===== src/rtl/alu_arb_pkg.sv =====
// Shared definitions for the ALU-slice arbiter: datapath widths, op-select
// bit positions, the arbiter state encoding and slice-offset helpers.
package alu_arb_pkg;

  localparam int DATA_W = 4;   // ALU operand/result width
  localparam int SEL_W  = 3;   // op select {m,s1,s0}

  // Bit positions inside one op-select slice
  localparam int SEL_M  = 2;
  localparam int SEL_S1 = 1;
  localparam int SEL_S0 = 0;

  typedef enum logic [1:0] {
    IDLE = 2'd0,
    EXEC = 2'd1,
    DONE = 2'd2
  } arb_state_t;

  // LSB of requester i's operand slice inside a flattened operand bus
  function automatic int data_lsb(input int i);
    return i * DATA_W;
  endfunction

  // LSB of requester i's op-select slice inside the flattened select bus
  function automatic int sel_lsb(input int i);
    return i * SEL_W;
  endfunction

endpackage


===== src/rtl/alu_rr_pick.sv =====
// Combinational round-robin picker. Starting just after rr_ptr and wrapping
// modulo NREQ, the first asserted request wins. Outputs the winner one-hot
// and as an index; both are zero when no request is asserted.
module alu_rr_pick #(
  parameter int NREQ  = 2,
  parameter int IDX_W = 1
) (
  input  logic [NREQ-1:0]  req,
  input  logic [IDX_W-1:0] rr_ptr,
  output logic [NREQ-1:0]  win_oh,
  output logic [IDX_W-1:0] win_idx
);

  int   cand;
  logic found;

  // Scan candidates in priority order rr_ptr+1, rr_ptr+2, ... (mod NREQ)
  always_comb begin
    win_oh  = '0;
    win_idx = '0;
    found   = 1'b0;
    cand    = 0;
    for (int k = 1; k <= NREQ; k++) begin
      cand = int'(rr_ptr) + k;
      if (cand >= NREQ) begin
        cand = cand - NREQ;
      end
      if (!found && req[IDX_W'(cand)]) begin
        found                  = 1'b1;
        win_oh[IDX_W'(cand)]   = 1'b1;
        win_idx                = IDX_W'(cand);
      end
    end
  end

endmodule


===== src/rtl/alu4_arbiter.sv =====
// Round-robin arbiter sharing one combinational 4-bit ALU slice among NREQ
// requesters. The winner's operands are latched onto the ALU inputs, held
// for SETTLE cycles, then the ALU result is captured and returned with a
// one-cycle rsp_valid pulse to the winner.
//
// Handshake: a requester raises req (level) with stable operands; the
// arbiter answers with a one-cycle gnt pulse, at which point the operands
// are latched and req should drop. One SETTLE+2 cycle transaction at a time;
// req is ignored outside IDLE.
//
// Optional feature macro ALU_ARB_STATS_EN: adds stat_clr / stat_cnt ports
// and per-requester saturating grant counters of width CNT_W.
module alu4_arbiter
  import alu_arb_pkg::*;
#(
  parameter int NREQ   = 2,
  parameter int SETTLE = 1
`ifdef ALU_ARB_STATS_EN
  , parameter int CNT_W = 8
`endif
) (
  input  logic                     clk,
  input  logic                     rst,
  input  logic [NREQ-1:0]          req,
  input  logic [DATA_W*NREQ-1:0]   op_a,
  input  logic [DATA_W*NREQ-1:0]   op_b,
  input  logic [SEL_W*NREQ-1:0]    op_sel,
`ifdef ALU_ARB_STATS_EN
  input  logic                     stat_clr,
  output logic [CNT_W*NREQ-1:0]    stat_cnt,
`endif
  output logic [NREQ-1:0]          gnt,
  output logic [NREQ-1:0]          rsp_valid,
  output logic [DATA_W-1:0]        rsp_f,
  output logic                     rsp_cout,
  output logic                     busy,
  output logic [DATA_W-1:0]        alu_a,
  output logic [DATA_W-1:0]        alu_b,
  output logic                     alu_m,
  output logic                     alu_s1,
  output logic                     alu_s0,
  input  logic [DATA_W-1:0]        alu_f,
  input  logic                     alu_cout,
  output logic [1:0]               dbg_state
);

  localparam int IDX_W = (NREQ > 1) ? $clog2(NREQ) : 1;
  localparam int SC_W  = (SETTLE > 1) ? $clog2(SETTLE) : 1;

  arb_state_t        state, state_nxt;
  logic [SC_W-1:0]   cnt, cnt_nxt;
  logic [IDX_W-1:0]  rr_ptr;
  logic [NREQ-1:0]   win_oh;
  logic [IDX_W-1:0]  win_idx;
  logic [NREQ-1:0]   gnt_nxt;
  logic [NREQ-1:0]   rsp_nxt;
  logic              load;
  logic              capture;

  logic [DATA_W-1:0] opnd_a;
  logic [DATA_W-1:0] opnd_b;
  logic [SEL_W-1:0]  opnd_sel;

  // Per-requester views of the flattened operand buses
  logic [DATA_W-1:0] a_sl   [NREQ];
  logic [DATA_W-1:0] b_sl   [NREQ];
  logic [SEL_W-1:0]  sel_sl [NREQ];

  for (genvar i = 0; i < NREQ; i++) begin : g_slice
    assign a_sl[i]   = op_a[data_lsb(i) +: DATA_W];
    assign b_sl[i]   = op_b[data_lsb(i) +: DATA_W];
    assign sel_sl[i] = op_sel[sel_lsb(i) +: SEL_W];
  end

  alu_rr_pick #(
    .NREQ  (NREQ),
    .IDX_W (IDX_W)
  ) u_pick (
    .req     (req),
    .rr_ptr  (rr_ptr),
    .win_oh  (win_oh),
    .win_idx (win_idx)
  );

  // FSM state register
  always_ff @(posedge clk or posedge rst) begin
    if (rst) begin
      state <= IDLE;
    end else begin
      state <= state_nxt;
    end
  end

  // Next state, settle countdown and next values of the pulse outputs
  always_comb begin
    state_nxt = state;
    cnt_nxt   = cnt;
    gnt_nxt   = '0;
    rsp_nxt   = '0;
    load      = 1'b0;
    capture   = 1'b0;
    case (state)
      IDLE: begin
        if (|req) begin
          load      = 1'b1;
          gnt_nxt   = win_oh;
          cnt_nxt   = SC_W'(SETTLE - 1);
          state_nxt = EXEC;
        end
      end
      EXEC: begin
        if (cnt == '0) begin
          capture   = 1'b1;
          rsp_nxt   = NREQ'(1) << rr_ptr;
          state_nxt = DONE;
        end else begin
          cnt_nxt = cnt - SC_W'(1);
        end
      end
      DONE: begin
        state_nxt = IDLE;
      end
      default: begin
        state_nxt = IDLE;
      end
    endcase
  end

  // Datapath registers: operand latch, round-robin pointer, pulses, result
  always_ff @(posedge clk or posedge rst) begin
    if (rst) begin
      opnd_a    <= '0;
      opnd_b    <= '0;
      opnd_sel  <= '0;
      rr_ptr    <= IDX_W'(NREQ - 1);
      cnt       <= '0;
      gnt       <= '0;
      rsp_valid <= '0;
      rsp_f     <= '0;
      rsp_cout  <= 1'b0;
    end else begin
      cnt       <= cnt_nxt;
      gnt       <= gnt_nxt;
      rsp_valid <= rsp_nxt;
      if (load) begin
        opnd_a   <= a_sl[win_idx];
        opnd_b   <= b_sl[win_idx];
        opnd_sel <= sel_sl[win_idx];
        rr_ptr   <= win_idx;
      end
      if (capture) begin
        rsp_f    <= alu_f;
        rsp_cout <= alu_cout;
      end
    end
  end

  // ALU inputs come straight from the operand latch, so they only move at a grant
  assign alu_a     = opnd_a;
  assign alu_b     = opnd_b;
  assign alu_m     = opnd_sel[SEL_M];
  assign alu_s1    = opnd_sel[SEL_S1];
  assign alu_s0    = opnd_sel[SEL_S0];
  assign busy      = (state != IDLE);
  assign dbg_state = state;

`ifdef ALU_ARB_STATS_EN
  logic [CNT_W-1:0] stat_q [NREQ];

  // Saturating per-requester grant counters; a clear beats a same-cycle grant
  always_ff @(posedge clk or posedge rst) begin
    if (rst) begin
      for (int i = 0; i < NREQ; i++) stat_q[i] <= '0;
    end else begin
      for (int i = 0; i < NREQ; i++) begin
        if (stat_clr) begin
          stat_q[i] <= '0;
        end else if (gnt[i] && (stat_q[i] != {CNT_W{1'b1}})) begin
          stat_q[i] <= stat_q[i] + CNT_W'(1);
        end
      end
    end
  end

  for (genvar i = 0; i < NREQ; i++) begin : g_stat_out
    assign stat_cnt[i*CNT_W +: CNT_W] = stat_q[i];
  end
`endif

endmodule


===== config.mk =====
export PLATFORM = sky130hd
export DESIGN_NAME = alu4_arbiter
export DESIGN_NICKNAME = d
export VERILOG_FILES = /design/src/rtl/alu_arb_pkg.sv /design/src/rtl/alu_rr_pick.sv /design/src/rtl/alu4_arbiter.sv
export SDC_FILE = /design/constraint.sdc
export NUM_CORES = 1
export LEC_CHECK = 0
export BUFFER_PORTS_ARGS = -buffer_cell sky130_fd_sc_hd__buf_4
export CAP_MARGIN = 15
export CORE_UTILIZATION = 44
export DETAILED_ROUTE_END_ITERATION = 10
export PLACE_DENSITY = 0.78
export SYNTH_ARGS = -nofsm -noshare
export SYNTH_HDL_FRONTEND = slang
export SYNTH_SLANG_ARGS = --single-unit

===== constraint.sdc =====
create_clock -name clk -period 2.1 [get_ports clk]
set_clock_uncertainty 0.05 [all_clocks]
set_input_delay 0.105 -clock clk [delete_from_list [all_inputs] [get_ports clk]]
set_output_delay 0.105 -clock clk [all_outputs]
set_load 0.02 [all_outputs]

After elaboration in Yosys (flattened, before gate mapping)
Cells that the tools add are included.
W data, S select, Z words.
{ "word_totals": {"output_inout_bits": 23, "latchBits": 0, "mem_bits_ro": 0, "mem_bits_rw": 0, "n_memories": 0, "ff_bits": 24} }
{ "op_classes": {"addsub": 5, "n_shift": 1, "mux": 38, "n_lt_le_gt_ge": 7, "div": 0, "eq_ne": 3, "n_reduce_logical": 10, "multipliers": 0, "n_bitwise": 2} }
{ "ops": {"columns": ["cell", "count"], "rows": [
  ["$mux W4", 6],
  ["$mux W1", 17],
  ["$mux W2", 8],
  ["$mux W3", 3],
  ["$lt A1 B3 Y1 const B", 2],
  ["$ge A2 B2 Y1 const B", 2],
  ["$ne A2 B2 Y1 const B", 2],
  ["$pmux W2 S2", 1],
  ["$reduce_and A2 Y1", 2],
  ["$reduce_bool A2 Y1", 2],
  ["$add A1 B2 Y3 const B", 1],
  ["$ge A3 B2 Y1 const B", 1],
  ["$logic_and A1 B1 Y1", 3],
  ["$sub A1 B1 Y1 const B", 3],
  ["$add A1 B1 Y2 const B", 1],
  ["$demux W1 S1", 2],
  ["$eq A2 B1 Y1 const B", 1],
  ["$ge A1 B1 Y1 const B", 2],
  ["$logic_not A2 Y1", 1],
  ["$not A1 Y2", 1],
  ["$or A2 B2 Y2", 1],
  ["$pmux W1 S2", 1],
  ["$reduce_or A2 Y1", 1],
  ["$shl A1 B1 Y2 const A", 1],
  ["$logic_not A1 Y1", 1]
]} }

Depth between registers and ports, before layout
{ "logic_depth": {"depth_word": 14, "ltp_mapped": 4} }

Hierarchy
Synthesis repeated with hierarchy kept, for this count alone.
{ "unflattened": {"hier_cells": 68, "hier_area_um2": 1056.0} }
{ "by_module_without_submodules": {"columns": ["mod", "area_each_um2", "cells_per_inst", "n_inst"], "rows": [
  ["alu4_arbiter", 1028.5, 64, 1],
  ["alu_rr_pick", 27.5, 4, 1]
]} }

Worst setup path before layout
OpenSTA, ideal clock, no wires.
{ "synth_timing": {"path_kind": "flip-flop to flip-flop", "start": "reg rr_ptr", "end": "reg opnd_a[1], in the netlist alu_a[1]", "required_time_ps": 1925, "period_less_slack_ps": 1539, "setup_slack_ps": 561, "setup_time_ps": 125, "arrival_time_ps": 1364, "path_stages_with_launch": 5, "cell_sequence": "dfstp_2 > nand2b_4 > buf_6 > mux2_4 > mux2_2"} }
{ "synth_between": {"elab_chain_cells": 9, "elab_cells_between_ends": 14} }
{ "synth_lines": {"columns": ["element", "line", "rtl"], "rows": [
  ["start: declaration", "alu4_arbiter.sv:52", "logic [IDX_W-1:0] rr_ptr;"],
  ["start signal: assignment", "alu4_arbiter.sv:135", "rr_ptr <= IDX_W'(NREQ - 1);"],
  ["start signal: assignment", "alu4_arbiter.sv:149", "rr_ptr <= win_idx;"],
  ["branches (longest 4 deep; another with $add A1 B2 Y3)", null, null],
  ["$mux W1 (*)", "alu_rr_pick.sv:28", "if (!found && req[IDX_W'(cand)]) begin"],
  ["$not A1 Y2 (not written as such) (*)", "alu4_arbiter.sv:146", "opnd_a <= a_sl[win_idx];"],
  ["$mux W4 (not written as such) (*) (3 in a row)", "alu4_arbiter.sv:146", null],
  ["end signal: assignment", "alu4_arbiter.sv:146", null],
  ["end: declaration", "alu4_arbiter.sv:60", "logic [DATA_W-1:0] opnd_a;"]
]} }
Mark *: on every way between the ends. The select of a mux whose other input is x is not followed.
A chain may end at the register's enable or synchronous reset.

Worst setup path in the final report
{ "layout_timing": {"start": "reg rr_ptr", "end": "reg opnd_sel[2]"} }
{ "layout_between": {"elab_chain_cells": 9, "elab_cells_between_ends": 14} }
{ "layout_lines": {"columns": ["element", "line", "rtl"], "rows": [
  ["branches (longest 4 deep; another with $add A1 B2 Y3)", null, null],
  ["$mux W1 (*)", "alu_rr_pick.sv:28", null],
  ["$not A1 Y2 (not written as such) (*)", "alu4_arbiter.sv:148", "opnd_sel <= sel_sl[win_idx];"],
  ["$mux W3 (not written as such) (*) (3 in a row)", "alu4_arbiter.sv:148", null],
  ["end signal: assignment", "alu4_arbiter.sv:148", null],
  ["end: declaration", "alu4_arbiter.sv:62", "logic [SEL_W-1:0] opnd_sel;"]
]} }
Marks and branches as above.

==> out/metrics.csv <==
stage,metric,value,unit
floorplanning,start_util,0.4666,
floorplanning,io_pins,54,
floorplanning,chipWidth,50.44,um
clock_tree,cts.root.buffer_cell,clkbuf_4,
clock_tree,numCtsBuffers,3,
cells_and_area,fin_nets,158,
yosys,avgSynthCellArea,15.64,um2
yosys,yosysWarningCount,0,
place,dp_cells,143,
yosys,synth-seq-cells,22,
pwr,ir_drop,0.0007998,V
worst_hold_path,holdPathStages,3,
yosys,yosysMostFrequentCell,dfrtp_1,
global_route,overflow,0,
critical_path,critical_path.cell_chain,nand2b_4 -> mux2_2 -> mux2_2,
detailed_routing,vias,709,
cells_and_area,area_delta_synth_final,49.33,%
floorplanning,dieHeight,50.44,um
critical_path,start_kind,flip-flop,
cells_and_area,layout-drive-gt1-share,0.6984,
timing,period_share,0.7667,
global_route,antenna_found_initial,0,
yosys,synth.distinct_cells,17,
critical_path,critPathMaxFanout,11,
yosys,synthFlopType,dfrtp_1,
pwr,finalPower,0.002235,W
cells_and_area,n_antenna_cell,0,
place,place_hpwl,1396,um
yosys,yosysTopAreaCellShare,0.5091,
cells_and_area,fillCellCount,171,
place,gp_congestion,0.6499,
global_route,grt_first_pass_wirelength,3077,um
detailed_routing,route.detailed.drc,0,
yosys,synth_nets,97,
timing,setup_viol,0,
detailed_routing,routed_wirelength,1903,um
critical_path,criticalPathCategory,reg -> reg,
global_route,grt_pass1_vias,718,
yosys,synthTopCellsByArea,"dfrtp_1, mux2_4, mux2_2, dfstp_2, buf_4",
critical_path,critPathSlowestCell,dfstp_2,
clock_tree,cts.path.max_buffers,2,
cells_and_area,instances_no_fill,154,
clock_tree,cts_tree,built,
cells_and_area,post-route-util,0.6968,
yosys,syn_inst,66,
timing,max_freq,621.1,MHz
clock_tree,cts_resized,0,
critical_path,worst_ep_required_time,2.24,ns
timing,slew_headroom,0.4766,
pwr,p_leak,0.8095,nW
job,max_cap_violations,0,
critical_path,worstSetupEndpointType,flip-flop,
yosys,synth_common_cells,"dfrtp_1, mux2_4, mux2_2, inv_1",
timing,grt_setup_unrepaired,false,
critical_path,worst_path_most_repeated_cell,mux2_2,
timing,setup_tns,0,ns
critical_path,slowest_delay,0.59,ns
yosys,synth_edf_count,0,
yosys,async_flop_share,1.000,
yosys,netlist_area,1032,um2
yosys,seq_area_frac_synth,0.5345,
clock_tree,cts_max_level,1,
timing,finalHoldViolCount,0,
timing,fin_crit,1.610,ns
global_route,grt_use_total,0.1620,
floorplanning,dieArea,2544,um2
global_route,grt_max_degree,23,
timing,slew_viol_final,0,
pwr,power.density,1450,nW/um2
clock_tree,clkSinkCount,22,
detailed_routing,vias_per_cell,4.604,
critical_path,reg2reg_depth,3,
detailed_routing,postRouteAntennaNets,0,
floorplanning,fp-row-count,17,
critical_path,critPathArrivalTime,1.75,ns
place,io_buffers,52,
timing,tightest_slew,0.7842,ns
outcome,status,completed,
clock_tree,cts_setup_buffers,0,
detailed_routing,drtPass1Iterations,2,
detailed_routing,wl_per_cell,12.36,um
yosys,yosys.area.top_type,dfrtp_1,
worst_hold_path,hp-class,in -> reg,
clock_tree,clkTransAtPathRegs,0.12,ns
detailed_routing,drtIter0Drc,6,
floorplanning,core_area,2212,um2
clock_tree,clk_latency,0.30,ns
kinds of logic (layout without fill, tap and decap cells):
kind of cell / after synthesis / count (layout) / synth area share
flip-flops: 22 / 22 / 0.5345
other: 1 / 1 / 0.003633
AO/OA/AOI/OAI: 1 / 1 / 0.007275
multiplexers: 28 / 28 / 0.3697
AND/OR/NAND/NOR: 7 / 7 / 0.04485
buffers and inverters: 7 / 67 / 0.03999
power by group:
group | total, W | switching [W] | internal [W]
logic | 0.00124 | 0.000565 | 0.000678
registers | 0.000763 | 0.000123 | 0.000640
clock network | 0.000228 | 0.000122 | 0.000106
per-layer routing:
metal	routed length (um)	up-vias	global-route usage
li1	-	341	-
met1	787	329	0.2000
met2	967	39	0.2778
met3	148	0	0.03636
met4	0	0	0.05556
met5	0	-	0
layout make-up:
class                      instances  area [um2]  area share
clock buffer                       4       36.28     0.02354
inverter                           3       11.26    0.007305
multi-input combinational         37       439.2      0.2849
sequential                        22       551.8      0.3580
tap                               28       35.03     0.02273
timing repair buffer              60       467.9      0.3036
through the flow:
| step | worst slack, ns | hold WS (ns) | area [um2] |
|---|---|---|---|
| after floorplan | 0.5612 | 0.04348 | 1032 |
| after global placement | 0.5243 | 0.2531 | 1435 |
| after detailed placement | 0.4934 | 0.2531 | 1435 |
| after CTS | 0.4770 | 0.08754 | 1541 |
| after global routing | 0.4256 | 0.08989 | 1541 |
| final | 0.4900 | 0.09519 | 1541 |
cells in the final DEF (no fill, tap or decap):
| master | count |
|---|---|
| buf_4 | 53 |
| dfrtp_1 | 21 |
| mux2_4 | 18 |
| mux2_2 | 9 |
| dlygate4sd3_1 | 7 |
| inv_1 | 3 |
| clkbuf_4 | 3 |
| nor2_1 | 2 |
| nand2b_4 | 1 |
| o21a_1 | 1 |
| nand2b_1 | 1 |
| nand2_1 | 1 |
| mux2i_1 | 1 |
| and3_2 | 1 |
| and2_2 | 1 |
| conb_1 | 1 |
| clkbuf_8 | 1 |
| dfstp_2 | 1 |
worst paths after layout:
path | end | slack (ns) | startpoint
worst min register to register | rr_ptr | 0.47 | rr_ptr
min in group asynchronous | alu_a[2] | 0.46 | rst
max in group asynchronous | alu_a[1] | 1.04 | rst
worst min-delay path | alu_b[1] | 0.1 | op_b[1]
worst max register to register | opnd_sel[2] | 0.49 | rr_ptr
worst max-delay path | opnd_sel[2] | 0.49 | rr_ptr
worst max-delay path, delay by kind of cell (launching register included):
family	cells	cell delay (ns)
flip-flops	1	0.59
multiplexers	2	0.61
AND/OR/NAND/NOR	1	0.26
registers in the layout, summed over array words and instances, names as in the netlist:
signal	flops
opnd_sel	3
dbg_state	2
gnt	1
rsp_cout	1
rr_ptr	1
rsp_valid	2
alu_b	4
rsp_f	4
alu_a	4
timing repair:
item	CTS	global route
endpoints found under the hold margin	27	0
setup endpoints to repair	0	0
hold buffers	7	0
(Power assumes the default switching activity.)
